<file path="src/rtl/rv_enc_pkg.sv">
// Shared RV32I encoding definitions: op enum, opcodes, funct fields, NOP word,
// loader FSM states and the B/J immediate scramblers.
package rv_enc_pkg;

  typedef enum logic [4:0] {
    OP_ADD  = 5'd0,  OP_SUB  = 5'd1,  OP_SLL  = 5'd2,  OP_SRL  = 5'd3,
    OP_OR   = 5'd4,  OP_AND  = 5'd5,  OP_XOR  = 5'd6,  OP_SRA  = 5'd7,
    OP_ADDI = 5'd8,  OP_ANDI = 5'd9,  OP_ORI  = 5'd10, OP_XORI = 5'd11,
    OP_SLLI = 5'd12, OP_SRLI = 5'd13, OP_SRAI = 5'd14, OP_LW   = 5'd15,
    OP_SW   = 5'd16, OP_BEQ  = 5'd17, OP_BNE  = 5'd18, OP_BLT  = 5'd19,
    OP_BGE  = 5'd20, OP_LUI  = 5'd21, OP_JAL  = 5'd22, OP_JALR = 5'd23
  } op_e;

  typedef enum logic [1:0] {S_IDLE, S_LOAD, S_DRAIN, S_DONE} ld_state_e;

  localparam logic [6:0] OPC_OP     = 7'b0110011;
  localparam logic [6:0] OPC_OP_IMM = 7'b0010011;
  localparam logic [6:0] OPC_LOAD   = 7'b0000011;
  localparam logic [6:0] OPC_STORE  = 7'b0100011;
  localparam logic [6:0] OPC_BRANCH = 7'b1100011;
  localparam logic [6:0] OPC_LUI    = 7'b0110111;
  localparam logic [6:0] OPC_JAL    = 7'b1101111;
  localparam logic [6:0] OPC_JALR   = 7'b1100111;

  localparam logic [2:0] F3_ADD  = 3'b000;
  localparam logic [2:0] F3_SLL  = 3'b001;
  localparam logic [2:0] F3_WORD = 3'b010;
  localparam logic [2:0] F3_XOR  = 3'b100;
  localparam logic [2:0] F3_SR   = 3'b101;
  localparam logic [2:0] F3_OR   = 3'b110;
  localparam logic [2:0] F3_AND  = 3'b111;
  localparam logic [2:0] F3_BEQ  = 3'b000;
  localparam logic [2:0] F3_BNE  = 3'b001;
  localparam logic [2:0] F3_BLT  = 3'b100;
  localparam logic [2:0] F3_BGE  = 3'b101;

  localparam logic [6:0] F7_BASE = 7'b0000000;
  localparam logic [6:0] F7_ALT  = 7'b0100000;

  localparam logic [31:0] NOP_WORD = 32'h0000_0013;

  function automatic logic [31:0] enc_b(logic [31:0] imm, logic [4:0] rs2,
                                        logic [4:0] rs1, logic [2:0] f3);
    return {imm[12], imm[10:5], rs2, rs1, f3, imm[4:1], imm[11], OPC_BRANCH};
  endfunction

  function automatic logic [31:0] enc_j(logic [31:0] imm, logic [4:0] rd);
    return {imm[20], imm[10:1], imm[11], imm[19:12], rd, OPC_JAL};
  endfunction

endpackage

</file>
<file path="src/rtl/rv_instr_encode.sv">
// Combinational RV32I encoder: builds the instruction word from op + fields and
// flags bundles whose op or immediate cannot be represented.
module rv_instr_encode
  import rv_enc_pkg::*;
(
  input  logic [4:0]  op_i,
  input  logic [4:0]  rd_i,
  input  logic [4:0]  rs1_i,
  input  logic [4:0]  rs2_i,
  input  logic [31:0] imm_i,
  output logic [31:0] word_o,
  output logic        illegal_o
);

  logic imm12_ok, imm13_ok, imm21_ok, shamt_ok, lui_ok;

  // Sign-extension checks: every bit above the field must equal the field's sign bit.
  assign imm12_ok = (imm_i[31:11] == '0) || (imm_i[31:11] == '1);
  assign imm13_ok = !imm_i[0] && ((imm_i[31:12] == '0) || (imm_i[31:12] == '1));
  assign imm21_ok = !imm_i[0] && ((imm_i[31:20] == '0) || (imm_i[31:20] == '1));
  assign shamt_ok = (imm_i[31:5] == '0);
  assign lui_ok   = (imm_i[31:20] == '0);

  always_comb begin
    word_o    = '0;
    illegal_o = 1'b0;
    case (op_i)
      OP_ADD:  word_o = {F7_BASE, rs2_i, rs1_i, F3_ADD, rd_i, OPC_OP};
      OP_SUB:  word_o = {F7_ALT,  rs2_i, rs1_i, F3_ADD, rd_i, OPC_OP};
      OP_SLL:  word_o = {F7_BASE, rs2_i, rs1_i, F3_SLL, rd_i, OPC_OP};
      OP_SRL:  word_o = {F7_BASE, rs2_i, rs1_i, F3_SR,  rd_i, OPC_OP};
      OP_OR:   word_o = {F7_BASE, rs2_i, rs1_i, F3_OR,  rd_i, OPC_OP};
      OP_AND:  word_o = {F7_BASE, rs2_i, rs1_i, F3_AND, rd_i, OPC_OP};
      OP_XOR:  word_o = {F7_BASE, rs2_i, rs1_i, F3_XOR, rd_i, OPC_OP};
      OP_SRA:  word_o = {F7_ALT,  rs2_i, rs1_i, F3_SR,  rd_i, OPC_OP};
      OP_ADDI: begin word_o = {imm_i[11:0], rs1_i, F3_ADD, rd_i, OPC_OP_IMM}; illegal_o = !imm12_ok; end
      OP_ANDI: begin word_o = {imm_i[11:0], rs1_i, F3_AND, rd_i, OPC_OP_IMM}; illegal_o = !imm12_ok; end
      OP_ORI:  begin word_o = {imm_i[11:0], rs1_i, F3_OR,  rd_i, OPC_OP_IMM}; illegal_o = !imm12_ok; end
      OP_XORI: begin word_o = {imm_i[11:0], rs1_i, F3_XOR, rd_i, OPC_OP_IMM}; illegal_o = !imm12_ok; end
      OP_SLLI: begin word_o = {F7_BASE, imm_i[4:0], rs1_i, F3_SLL, rd_i, OPC_OP_IMM}; illegal_o = !shamt_ok; end
      OP_SRLI: begin word_o = {F7_BASE, imm_i[4:0], rs1_i, F3_SR,  rd_i, OPC_OP_IMM}; illegal_o = !shamt_ok; end
      OP_SRAI: begin word_o = {F7_ALT,  imm_i[4:0], rs1_i, F3_SR,  rd_i, OPC_OP_IMM}; illegal_o = !shamt_ok; end
      OP_LW:   begin word_o = {imm_i[11:0], rs1_i, F3_WORD, rd_i, OPC_LOAD}; illegal_o = !imm12_ok; end
      OP_SW:   begin
        word_o    = {imm_i[11:5], rs2_i, rs1_i, F3_WORD, imm_i[4:0], OPC_STORE};
        illegal_o = !imm12_ok;
      end
      OP_BEQ:  begin word_o = enc_b(imm_i, rs2_i, rs1_i, F3_BEQ); illegal_o = !imm13_ok; end
      OP_BNE:  begin word_o = enc_b(imm_i, rs2_i, rs1_i, F3_BNE); illegal_o = !imm13_ok; end
      OP_BLT:  begin word_o = enc_b(imm_i, rs2_i, rs1_i, F3_BLT); illegal_o = !imm13_ok; end
      OP_BGE:  begin word_o = enc_b(imm_i, rs2_i, rs1_i, F3_BGE); illegal_o = !imm13_ok; end
      OP_LUI:  begin word_o = {imm_i[19:0], rd_i, OPC_LUI}; illegal_o = !lui_ok; end
      OP_JAL:  begin word_o = enc_j(imm_i, rd_i); illegal_o = !imm21_ok; end
      OP_JALR: begin word_o = {imm_i[11:0], rs1_i, F3_ADD, rd_i, OPC_JALR}; illegal_o = !imm12_ok; end
      default: illegal_o = 1'b1;
    endcase
  end

endmodule

</file>
<file path="src/rtl/imem_prog_encoder.sv">
// Program loader: encodes instruction bundles and streams them into IMEM through a
// 2-entry buffer while holding the CPU in reset. NOP_PAD_EN fills the tail with NOPs.
module imem_prog_encoder
  import rv_enc_pkg::*;
#(
  parameter int ADDR_W = 8
) (
  input  logic              clk,
  input  logic              rst,
  input  logic              start,
  input  logic              in_valid,
  output logic              in_ready,
  input  logic [4:0]        in_op,
  input  logic [4:0]        in_rd,
  input  logic [4:0]        in_rs1,
  input  logic [4:0]        in_rs2,
  input  logic [31:0]       in_imm,
  input  logic              in_last,
  output logic              imem_we,
  input  logic              imem_gnt,
  output logic [ADDR_W-1:0] imem_addr,
  output logic [31:0]       imem_wdata,
  output logic              cpu_hold,
  output logic              done,
  output logic              err
);

  ld_state_e         state_q;
  logic [ADDR_W:0]   pushed_q;
  logic [31:0]       word_q [2];
  logic [ADDR_W-1:0] addr_q [2];
  logic              wr_ptr_q, rd_ptr_q;
  logic [1:0]        count_q, count_d;
  logic              err_q;

  logic [31:0] enc_word, push_word;
  logic        enc_illegal, accept, push, pop, full, mem_full, bad_bundle, drain_ok;

  rv_instr_encode u_enc (
    .op_i      (in_op),
    .rd_i      (in_rd),
    .rs1_i     (in_rs1),
    .rs2_i     (in_rs2),
    .imm_i     (in_imm),
    .word_o    (enc_word),
    .illegal_o (enc_illegal)
  );

  assign full       = (count_q == 2'd2);
  assign mem_full   = pushed_q[ADDR_W];  // counter saturates at 2^ADDR_W
  assign accept     = in_valid && in_ready;
  assign pop        = (count_q != 2'd0) && imem_gnt;
  assign bad_bundle = enc_illegal || mem_full;

  always_comb begin
    push      = accept && !bad_bundle;
    push_word = enc_word;
`ifdef NOP_PAD_EN
    if (state_q == S_DRAIN && !mem_full && (!full || pop)) begin
      push      = 1'b1;
      push_word = NOP_WORD;
    end
`endif
  end

`ifdef NOP_PAD_EN
  assign drain_ok = mem_full;
`else
  assign drain_ok = 1'b1;
`endif

  assign count_d = count_q + {1'b0, push} - {1'b0, pop};

  always_ff @(posedge clk) begin
    if (rst) begin
      state_q  <= S_IDLE;
      pushed_q <= '0;
      wr_ptr_q <= 1'b0;
      rd_ptr_q <= 1'b0;
      count_q  <= 2'd0;
      err_q    <= 1'b0;
      for (int i = 0; i < 2; i++) begin
        word_q[i] <= '0;
        addr_q[i] <= '0;
      end
    end else begin
      if (push) begin
        word_q[wr_ptr_q] <= push_word;
        addr_q[wr_ptr_q] <= pushed_q[ADDR_W-1:0];
        wr_ptr_q         <= ~wr_ptr_q;
        pushed_q         <= pushed_q + (ADDR_W+1)'(1);
      end
      if (pop) rd_ptr_q <= ~rd_ptr_q;
      count_q <= count_d;
      case (state_q)
        S_IDLE, S_DONE: begin
          if (start) begin
            state_q  <= S_LOAD;
            pushed_q <= '0;
            err_q    <= 1'b0;
          end
        end
        S_LOAD: begin
          if (accept && bad_bundle) err_q <= 1'b1;
          if (accept && in_last) state_q <= S_DRAIN;
        end
        S_DRAIN: begin
          if (count_d == 2'd0 && drain_ok) state_q <= S_DONE;
        end
        default: state_q <= S_IDLE;
      endcase
    end
  end

  assign in_ready   = (state_q == S_LOAD) && !full;
  assign imem_we    = (count_q != 2'd0);
  assign imem_addr  = addr_q[rd_ptr_q];
  assign imem_wdata = word_q[rd_ptr_q];
  assign cpu_hold   = (state_q != S_DONE);
  assign done       = (state_q == S_DONE);
  assign err        = err_q;

endmodule

</file>
<file path="config.mk">
export PLATFORM = sky130hd
export DESIGN_NAME = imem_prog_encoder
export DESIGN_NICKNAME = d
export VERILOG_FILES = /design/src/rtl/rv_enc_pkg.sv /design/src/rtl/rv_instr_encode.sv /design/src/rtl/imem_prog_encoder.sv
export SDC_FILE = /design/constraint.sdc
export NUM_CORES = 1
export LEC_CHECK = 0
export ABC_AREA = 1
export ABC_CLOCK_PERIOD_IN_PS = 3800
export CAP_MARGIN = 20
export CORE_MARGIN = 2
export CORE_UTILIZATION = 52
export CTS_BUF_LIST = sky130_fd_sc_hd__clkbuf_16
export CTS_CLUSTER_SIZE = 12
export DETAILED_ROUTE_END_ITERATION = 16
export GPL_TIMING_DRIVEN = 0
export PLACE_DENSITY = 0.88
export SKIP_LAST_GASP = 1
export SYNTH_ARGS = -nofsm -noshare
export SYNTH_HDL_FRONTEND = slang
export SYNTH_SLANG_ARGS = --single-unit
</file>
<file path="constraint.sdc">
create_clock -name clk -period 3.8 [get_ports clk]
set_input_delay 0.76 -clock clk [delete_from_list [all_inputs] [get_ports clk]]
set_output_delay 0.76 -clock clk [all_outputs]
set_load 0.02 [all_outputs]
</file>
* After elaboration in Yosys (flattened, before gate mapping) *
Memories as Yosys holds them, arrays and structs flattened. A register that Yosys moved wholly into a read port is not among the register bits.
Index checks and enable logic that the tools add are counted.

storage, ports and cells
  memories = 2
  register bits after elaboration = 16
  input port bits = 58
  memory bits (writable) = 80
  logic and storage cells = 113
  output and inout bits = 45

operators by class
  add/subtract/negate cells = 3
  bitwise logic cells = 2
  reductions and logical operators = 38
  mux-type cells = 27
  eq/ne operators = 35

memories
  memory  depth  bits a word  read ports  clocked after memory_dff  write ports  line                     RTL
  word_q  2      32           1           1                         2            imem_prog_encoder.sv:30  logic [31:0] word_q [2];
  addr_q  2      8            1           1                         2            imem_prog_encoder.sv:31  logic [ADDR_W-1:0] addr_q [2];

operators by type and width
  cell                                                 number
  one-hot mux 32 bit (24 select lines)                 1
  equality test 5 x 4 -> 1 bit, second input constant  8
  equality test 5 bit, second input constant           8
  2-to-1 mux 32 bit                                    1
  OR reduction 32 bit                                  1
  logical NOT 27 bit                                   1
  2-to-1 mux 9 bit                                     3
  equality test 21 bit, second input constant          1
  logical NOT 21 bit                                   1
  equality test 20 bit, second input constant          1
  equality test 5 x 3 -> 1 bit, second input constant  4
  logical NOT 20 bit                                   1
  OR reduction 8 bit                                   2
  2-to-1 mux 1 bit                                     15
  equality test 12 bit, second input constant          1
  logical NOT 12 bit                                   1
  equality test 5 x 2 -> 1 bit, second input constant  2
  != test 2 bit, second input constant                 5
  adder 9 x 1 -> 9 bit, second input constant          1
  logical AND 1 bit                                    8
  logical NOT 1 bit                                    8
  2-to-1 mux 8 bit                                     1
  OR reduction 7 bit                                   1
  equality test 2 bit, second input constant           3
  other kinds (17)                                     26

* Logic depth before layout (Yosys ltp) *
Gate-level depths: netlist of run 1.

  word-level depth = 13
  mapped depth = 21
  mapped depth without buffers = 20

* Modules after synthesis *
Synthesis of run 1 repeated with hierarchy kept, for this count alone.

second synthesis, totals
  cell total of the unflattened synthesis = 613
  area total of the unflattened synthesis = 5749.3 um^2

modules (own cells, without submodules)
  module             times used  area an instance (um^2)  cells each
  imem_prog_encoder  1           4634.4                   382
  rv_instr_encode    1           1114.8                   231

* Least setup slack after synthesis of run 1 *
OpenSTA, ideal clock, no wires.

  path kind = input port to flip-flop
  from = input in_imm[20]
  to = memory addr_q[0][0], enable pin
  setup slack = 0.572 ns
  cell stages on the path = 13
  data arrival time = 2.831 ns
  required time = 3.403 ns
  setup time = 0.397 ns
  path through = or2_1 -> nor2_1 -> nand2_1 -> nand2_1 -> nand2_1 -> nor2_1 -> nand2_1 -> nor2_4 -> nand3_4 -> inv_4 -> nand3_4 -> buf_6 -> nand2_1

RTL lines
  element      line                     RTL
  from (decl)  imem_prog_encoder.sv:17  input logic [31:0] in_imm,
  to (decl)    imem_prog_encoder.sv:31

==> run_results.csv, run 1 <==
group,metric,value,unit
sta,min_period,3.52,ns
placement,port_buffers,101,
critical_path,cp_common_cell,"clkbuf_1",
clock_tree,cts_root_buffer,"clkbuf_16",
cells_and_area,n_fill_cell,715,
synthesis,yosys-top-cells-area,"edfxtp_1 (46%), nor2_1 (10%), mux2_2 (8.6%)",
critical_path,critPathMaxStageDelay,0.60,ns
job,max-cap-violations,0,
outcome,outcome,"complete, no violations",
route,drt_pass1_iterations,6,
critical_path,path_buf_inv,3,
cells_and_area,n_antenna_cell,0,
clock_tree,ctsHtreeMaxLevel,3,
critical_path,r2r_start,"state_q[1]",
die,fp.dieW,103,um
sta,tightest_slew,0.696,ns
cells_and_area,utilization,69.6,%
synthesis,synthesis.nets,616,
clock_tree,cts_buffers,9,
sta,fmax,284,MHz
die,die_h,103,um
route,wl,13200,um
die,ios,103,
synthesis,ys_seq_area_share,52.3,%
clock_tree,clkSinkCount,95,
critical_path,startpoint_type,"register",
cells_and_area,final_cell_mix,"nor2_1 (128), clkdlybuf4s50_1 (90), nand2_1 (82), edfxtp_1 (78), inv_1 (58)",
global_route,grt_pass1_vias,4203,
route,drt_iter0_drc,302,
clock_tree,clk_latency,0.34,ns
clock_tree,clk_pin_slew,0.07,ns
synthesis,ys_warn_count,0,
sta,slew_viol_final,0,
route,vias,4425,
critical_path,r2r_slack,0.95,ns
global_route,grt_overflow,0,
critical_path,cp_max_fo,10,
critical_path,cp-end-kind,"primary output",
hold_path,min_path_type,"register to register",
global_route,grt_usage,25.0,%
power,power,3060,uW
placement,gp_congestion,0.932,
critical_path,cp.depth,4,
global_route,grt_max_degree,25,
hold_path,hold-path-endpoint,"rd_ptr_q",
power,p_leak,0.00272,uW
route,vias_per_cell,5.51,
critical_path,cp_top_family,"buffers and inverters",
sta,final-hold-violation-count,0,
clock_tree,tritoncts,"built",
synthesis,syn_area,5130,um^2
power,powerDensity,455,nW/um^2
critical_path,worst-r2r-cell-count,16,
route,drc,0,
critical_path,critPathRequiredTime,3.04,ns
global_route,antenna_found_initial,0,
global_route,grt_first_pass_wirelength,20200,um
critical_path,cp.arrival,2.76,ns
clock_tree,clk_path_buf_depth,2,
die,row_count,36,
cells_and_area,drive_above_1_share,14.5,%
critical_path,worstSetupPathType,"register to primary output",
route,routed-wl-met3,866,um
hold_path,holdPathStages,1,
route,wl_met1,5510,um
synthesis,ys_types,38,
critical_path,rr_endpoint,"state_q[1]",
route,highest_layer,"met4",
die,die_area,10700,um^2
synthesis,ys_ff_latch,95,
route,drtAntennaViolNets,0,
sta,fin_skew,0.00567,ns
cells_and_area,areaGrowthSynthToFinish,31.4,%
die,core_area,9680,um^2
synthesis,netlist.area_leader.share,45.7,%
die,initial_core_util,53.0,%
critical_path,worstPathCellList,"clkbuf_1, clkbuf_1, mux2_2, clkdlybuf4s50_1",
route,wl_met2,6490,um
cells_and_area,fin_nets,730,
sta,min_period_over_period,92.6,%
sta,setup_viol,0,
synthesis,avgSynthCellArea,9.31,um^2
hold_path,hold_start,"rd_ptr_q",
critical_path,critPathSlowestCell,"clkbuf_1",
cells_and_area,final_common_cell,"nor2_1",
sta,rsz0062_at_grt,"false",
synthesis,synth_top_area_cell,"edfxtp_1",
route,wire_per_inst,16.5,um
power,vdd_drop_max,217,uV
placement,dp_hpwl,9650,um
sta,relSlewSlack,53.6,%
synthesis,syn_inst,551,
[cells in the mapped netlist]
master and n:
buf_6 8, o21ai_0 18, nand2_1 85, mux2_2 39
nor2_2 5, a31oi_1 1, or2_2 1, or2_1 1
buf_2 2, a211oi_1 1, xor2_1 6, clkinv_1 1
a22o_1 1, nor2_1 136, nor3_1 6, inv_2 3
nand3_1 17, nand2_2 2, nor4_1 1, inv_4 1
o21a_1 1, nand3_4 3, edfxtp_1 78, inv_1 58
o211ai_1 2, nor2_4 1, nand4_1 5, ha_1 7
o22ai_1 1, buf_4 2, dfxtp_1 17, clkbuf_1 5
a21oi_1 14, o21ai_1 1, o311ai_0 1, o41ai_1 1
a22oi_1 7, a221oi_1 12
[power breakdown]
group	switching (uW)	internal, uW	total (uW)
Combinational	483	382	865
Sequential	33.6	1200	1230
Clock	387	580	967
[worst max path at each step]
stage | endpoint
after floorplan | addr_q[0][0]
after global placement | word_q[1][11]
after detailed placement | state_q[1]
after CTS | state_q[1]
after global routing | state_q[1]
final | imem_wdata[25]
[state kept, by name (all words and copies together), names as in the netlist, named ones only]
name,flops
state_q,2
word_q,62
count_q,2
rd_ptr_q,1
err,1
pushed_q,9
addr_q,16
wr_ptr_q,1
[cell families after synthesis]
logic type / Yosys count / share of synthesized area (%)
AOI/OAI and AO/OA: 61 / 7.64
buffers and inverters: 80 / 7.27
and+or+nand+nor: 263 / 21.5
xor gates and xnor gates: 6 / 1.02
adders and majority gates: 7 / 1.71
muxes: 39 / 8.56
DFF: 95 / 52.3
[metrics by stage]
stage	hold slack [ns]	TNS, ns	instances	instance area, um^2	setup slack (ns)
after floorplan	0.426	0	551	5130	0.572
after global placement	0.439	-61.51	785	6310	-0.790
after detailed placement	0.445	-0.529	787	6350	-0.276
after CTS	0.457	0	803	6680	0.0266
after global routing	0.486	0	803	6740	0.00123
final	0.465	0	803	6740	0.279
[layer usage]
layer | track usage, % | vias up
met2 | 43.1 | 202
li1 | - | 2085
met1 | 31.6 | 2109
met4 | 10.7 | 0
met5 | 0 | -
met3 | 3.43 | 29
[final cells by class]
class / instances / area [um^2] / area share, %
sequential: 95 / 2680 / 39.8
tap: 133 / 166 / 2.47
inverter: 63 / 241 / 3.58
buffer: 16 / 126 / 1.87
clock buffer: 9 / 225 / 3.34
multi-input combinational: 376 / 2110 / 31.4
timing repair buffer: 104 / 1090 / 16.1
clock inverter: 7 / 97.6 / 1.45
[what timing repair did]
action | 4_1_cts | 5_1_grt
hold buffers | 0 | 0
gates resized for setup | 1 | 25
setup buffers | 0 | 1
pin swaps | 0 | 6
setup endpoints to repair | 2 | 2
Note: power is estimated with default switching activity, not from simulation.
==> run 2, diff against run 1 <==
--- a/config.mk
+++ b/config.mk
@@ -8,7 +8,7 @@
 export ABC_AREA = 1
 export ABC_CLOCK_PERIOD_IN_PS = 3800
 export CAP_MARGIN = 20
-export CORE_MARGIN = 2
+export CORE_MARGIN = 5
 export CORE_UTILIZATION = 52
 export CTS_BUF_LIST = sky130_fd_sc_hd__clkbuf_16
 export CTS_CLUSTER_SIZE = 12
==> run_results.csv, run 2 (synthesis gave the netlist of run 1 again) <==
group,metric,value,unit
global_route,grt_pass1_vias,4539,
clock_tree,holdBufCountCts,0,
cells_and_area,largest_reg_flops,62,
outcome,outcome,"finished with violations",
critical_path,cp_max_fo,10,
route,vias,4519,
global_route,grt_first_pass_wirelength,22000,um
power,vdd_drop_max,209,uV
power,powerDensity,451,nW/um^2
clock_tree,cts_root_buffer,"clkbuf_16",
cells_and_area,fin_nets,730,
hold_path,hold_start,"rd_ptr_q",
route,drt_iter0_drc,450,
placement,port_buffers,101,
sta,min_period_over_period,95.1,%
cells_and_area,utilization,69.1,%
global_route,grt_max_degree,31,
hold_path,min_path_type,"register to register",
critical_path,r2r_start,"state_q[1]",
cells_and_area,largestRegisters,"word_q: 62 flops, addr_q: 16 flops, pushed_q: 9 flops",
global_route,grt_util_met2,39.7,%
sta,fin_skew,0.00545,ns
placement,placed_cells,787,
sta,relSlewSlack,56.0,%
global_route,met1_usage,30.1,%
placement,gp_congestion,0.952,
critical_path,cp-startpoint,"in_imm[14]",
global_route,antenna_found_initial,0,
route,vias_per_cell,5.63,
job,max-cap-violations,0,
cells_and_area,final_common_cell,"nor2_1",
critical_path,cp.arrival,3.85,ns
critical_path,worstSetupPathType,"input pin to register",
clock_tree,ctsHtreeMaxLevel,3,
global_route,busiest_layer,"met2",
cells_and_area,drive_above_1_share,14.1,%
die,die_h,109,um
outcome,violations,"design-rule violations",
cells_and_area,n_antenna_cell,0,
global_route,grt_usage,23.8,%
critical_path,startpoint_type,"input pin",
route,wire_per_inst,17.2,um
cells_and_area,areaGrowthSynthToFinish,30.4,%
critical_path,critPathRequiredTime,4.04,ns
critical_path,cp-end-kind,"register",
route,drt_pass1_iterations,13,
route,drc,1,
die,initial_core_util,53.0,%
clock_tree,post_cts_buffers,0,
sta,slew_viol_final,0,
sta,fmax,277,MHz
placement,dp_hpwl,10300,um
global_route,grt_util_met3,3.52,%
sta,rsz0062_at_grt,"false",
clock_tree,clk_path_buf_depth,2,
sta,tightest_slew,0.659,ns
cells_and_area,final-instance-count-excl-fill,802,
clock_tree,clk_latency,0.35,ns
sta,setup_viol,0,
clock_tree,clk_pin_slew,0.07,ns
power,power,3020,uW
route,drtAntennaViolNets,0,
die,ios,103,
die,row_count,36,
cells_and_area,final_cell_mix,"nor2_1 (131), clkdlybuf4s50_1 (98), nand2_1 (82), edfxtp_1 (78), inv_1 (58)",
global_route,grt_overflow,0,
cells_and_area,regMostFlops,"word_q",
clock_tree,cts_buffers,9,
sta,min_period,3.62,ns
die,core_area,9680,um^2
power,p_leak,0.00263,uW
die,fp.dieW,109,um
route,wl,13800,um
clock_tree,clkSinkCount,95,
sta,final-hold-violation-count,0,
clock_tree,tritoncts,"built",
die,die_area,11900,um^2
run 2: cell types whose count changed in the layout (fill, tap and decap cells not counted):
cell             previous run  this run
clkdlybuf4s50_1            90        98
dlymetal6s2s_1             11         3
nor2_1                    128       131
nor2_2                     11         9
buf_12                      2         1
buf_16                      0         1
bufinv_16                   2         1
clkinv_4                    2         3
inv_4                       2         1
inv_6                       0         1
inv_8                       1         0
nor2_4                      3         2
o21ai_0                    17        16
o21ai_2                     1         2
run 2: path summary, 6_finish.rpt:
path / slack (ns) / end / depth (start not counted)
max: 0.18 / state_q[1] / 19
min: 0.47 / rd_ptr_q / 1
max reg2reg: 0.88 / state_q[1] / 17
min reg2reg: 0.47 / rd_ptr_q / 1
run 2: power by group:
part | switching [uW] | internal (uW) | leakage, uW | total (uW)
Combinational | 491 | 384 | 0.00154 | 875
Clock | 399 | 511 | 0.000146 | 910
Sequential | 34.4 | 1200 | 0.000944 | 1230
run 2: layout make-up:
type | count | area [um^2]
fill | 711 | 3000
timing repair buffer | 103 | 1070
tap | 133 | 166
clock buffer | 9 | 225
multi-input combinational | 376 | 2110
sequential | 95 | 2680
clock inverter | 6 | 70.1
inverter | 63 | 239
buffer | 17 | 134
run 2: critical path, stage by stage:
cell             delay [ns]
clkdlybuf4s50_1        0.50
nor2_1                 0.27
nand2_1                0.11
nor2_1                 0.12
nand4_1                0.14
nand2_1                0.08
nand2_1                0.08
nor2_4                 0.15
nand3_4                0.12
buf_4                  0.20
ha_1                   0.27
inv_1                  0.04
ha_1                   0.17
xor2_1                 0.15
xor2_1                 0.18
o21ai_1                0.18
nand2_2                0.11
o21ai_0                0.16
a21oi_1                0.06
run 2: routing by layer:
metal  up-vias  part of all wire (%)
met2       270                    50
met3        48                   7.8
met4         0                   3.8
met5         -                     0
met1      2126                    39
li1       2075                     -
run 2: timing repair:
action                                  4_1_cts  5_1_grt
endpoints found under the setup margin        2        2
pin swaps                                     0        2
gates resized for setup                       3       11
run 2: through the flow:
| stage | cell area, um^2 | setup TNS [ns] | hold WS [ns] | setup WS, ns |
|---|---|---|---|---|
| after CTS | 6660 | 0 | 0.456 | 0.0403 |
| final | 6690 | 0 | 0.467 | 0.185 |
| after floorplan | 5130 | 0 | 0.426 | 0.572 |
| after global routing | 6690 | 0 | 0.480 | 0.00788 |
| after global placement | 6310 | -53.74 | 0.438 | -0.695 |
| after detailed placement | 6360 | -0.790 | 0.444 | -0.440 |
==> run 3, diff against run 2 <==
--- a/config.mk
+++ b/config.mk
@@ -8,7 +8,6 @@
 export ABC_AREA = 1
 export ABC_CLOCK_PERIOD_IN_PS = 3800
 export CAP_MARGIN = 20
-export CORE_MARGIN = 5
 export CORE_UTILIZATION = 52
 export CTS_BUF_LIST = sky130_fd_sc_hd__clkbuf_16
 export CTS_CLUSTER_SIZE = 12
==> run_results.csv, run 3 (synthesis gave the netlist of run 1 again) <==
group,metric,value,unit
outcome,outcome,"complete, no violations",
die,row_count,35,
die,initial_core_util,54.5,%
cells_and_area,n_antenna_cell,0,
route,drt_pass1_iterations,5,
critical_path,critPathMaxStageDelay,0.58,ns
sta,setup_tns,0,ns
critical_path,critPathRequiredTime,4.07,ns
sta,min_period_over_period,92.8,%
critical_path,cp.arrival,3.80,ns
clock_tree,cts_root_buffer,"clkbuf_16",
cells_and_area,regMostFlops,"word_q",
critical_path,path_buf_inv,3,
power,p_leak,0.00264,uW
sta,fin_ws,0.275,ns
sta,min_period,3.52,ns
route,wl,12700,um
clock_tree,cts_buffers,9,
clock_tree,clk_path_buf_depth,2,
global_route,grt_usage,26.3,%
placement,placed_cells,783,
route,vias,4377,
placement,gp_congestion,0.920,
job,max-cap-violations,0,
sta,rsz0062_at_grt,"false",
route,vias_per_cell,5.48,
power,vdd_drop_max,212,uV
route,wire_per_inst,15.9,um
sta,fmax,284,MHz
sta,tightest_slew,0.750,ns
clock_tree,clk_pin_slew,0.07,ns
placement,dpl_worst_slack,-0.275,ns
route,drtAntennaViolNets,0,
power,powerDensity,445,nW/um^2
cells_and_area,final_cell_mix,"nor2_1 (133), clkdlybuf4s50_1 (97), nand2_1 (83), edfxtp_1 (78), inv_1 (58)",
cells_and_area,drive_above_1_share,13.4,%
global_route,antenna_found_initial,0,
die,die_area,10300,um^2
route,drc,0,
critical_path,worstSetupPathType,"input pin to register",
global_route,grt_overflow,0,
global_route,grt_pass1_vias,4286,
die,die_h,101,um
global_route,grt_max_degree,34,
critical_path,cp_common_cell,"nand2_1",
clock_tree,clk_latency,0.34,ns
cells_and_area,final_common_cell,"nor2_1",
sta,final-hold-violation-count,0,
cells_and_area,areaGrowthSynthToFinish,30.3,%
critical_path,cp_max_fo,10,
clock_tree,post_cts_buffers,0,
cells_and_area,utilization,71.0,%
critical_path,critPathSlowestCell,"clkdlybuf4s50_1",
critical_path,worstPathCellList,"clkdlybuf4s50_1, nand2_2, nor2_4, nand2_1, o21ai_1, nand2_1, nand3_4, buf_4, ha_1, inv_1, ha_1, xor2_1, xor2_1, o21ai_0, nand2_1, o21ai_1, a21oi_1",
hold_path,min_path_type,"register to register",
sta,fin_skew,0.00972,ns
placement,dp_hpwl,9450,um
critical_path,cp-end-kind,"register",
sta,slew_viol_final,0,
cells_and_area,largest_reg_flops,62,
critical_path,cp_top_family,"simple AND/OR/NAND/NOR gates",
cells_and_area,final-instance-count-excl-fill,799,
cells_and_area,largestRegisters,"word_q: 62 flops, addr_q: 16 flops, pushed_q: 9 flops",
sta,setup_viol,0,
clock_tree,clkSinkCount,95,
die,ios,103,
sta,relSlewSlack,50.0,%
placement,port_buffers,101,
critical_path,startpoint_type,"input pin",
clock_tree,ctsHtreeMaxLevel,3,
cells_and_area,post-route-cell-area,6680,um^2
route,drt_iter0_drc,301,
die,fp.dieW,101,um
die,core_area,9420,um^2
placement,dpl_cell_area,6350,um^2
global_route,grt_first_pass_wirelength,20500,um
cells_and_area,fin_nets,730,
clock_tree,tritoncts,"built",
-- run 3: cell types whose count changed in the layout (fill, tap and decap cells not counted), sizes merged --
cell           delta
bufinv            -1
clkdlybuf4s50     -1
dlymetal6s2s      +1
inv               +2
-- run 3: cell type report --
cell class | count | area, um^2
Inverter | 63 | 239
Clock buffer | 9 | 225
Timing Repair Buffer | 103 | 1060
Multi-Input combinational cell | 376 | 2100
Tap cell | 129 | 161
Clock inverter | 7 | 76.3
Fill cell | 719 | 2740
Sequential cell | 95 | 2680
Buffer | 17 | 134
-- run 3: per-layer routing --
| metal | part of all wire, % | GRT usage (%) |
|---|---|---|
| met5 | 0 | 0 |
| met2 | 50 | 46.5 |
| met3 | 7.4 | 4.76 |
| met1 | 40 | 32.0 |
| met4 | 2.1 | 10.1 |
-- run 3: power breakdown --
group          leakage [uW]  internal, uW  switching (uW)
Combinational       0.00154           381             469
Sequential         0.000944          1200            33.5
Clock              0.000148           467             424
Total               0.00264          2050             927
-- run 3: path summary, 6_finish.rpt --
kind / startpoint / end / slack [ns] / cells after the start
hold / removal: rd_ptr_q / rd_ptr_q / 0.46 / 1
setup reg to reg: state_q[1] / state_q[1] / 1.03 / 17
hold reg to reg: rd_ptr_q / rd_ptr_q / 0.46 / 1
setup / recovery: in_op[2] / state_q[0] / 0.28 / 17
-- run 3: repair_timing --
item | CTS | global route
resized for setup | 0 | 12
hold buffers | 0 | 0
setup endpoints to repair | 0 | 2
-- run 3: worst reg2reg max path, stage by stage (launching register included) --
cell     delay [ns]
dfxtp_1        0.33
inv_1          0.09
ha_1           0.19
inv_1          0.06
a21oi_1        0.16
nand2_1        0.07
inv_1          0.15
nand3_4        0.14
buf_4          0.20
ha_1           0.27
inv_1          0.04
ha_1           0.17
xor2_1         0.15
xor2_1         0.15
o21ai_0        0.15
nand2_1        0.13
o21ai_1        0.15
a21oi_1        0.05
-- run 3: stage by stage --
stage                     hold WS, ns  power, uW
after floorplan                 0.426       1750
after global placement          0.438       2070
after detailed placement        0.448       2090
after CTS                       0.459       2980
after global routing            0.489       3100
final                           0.457       2970
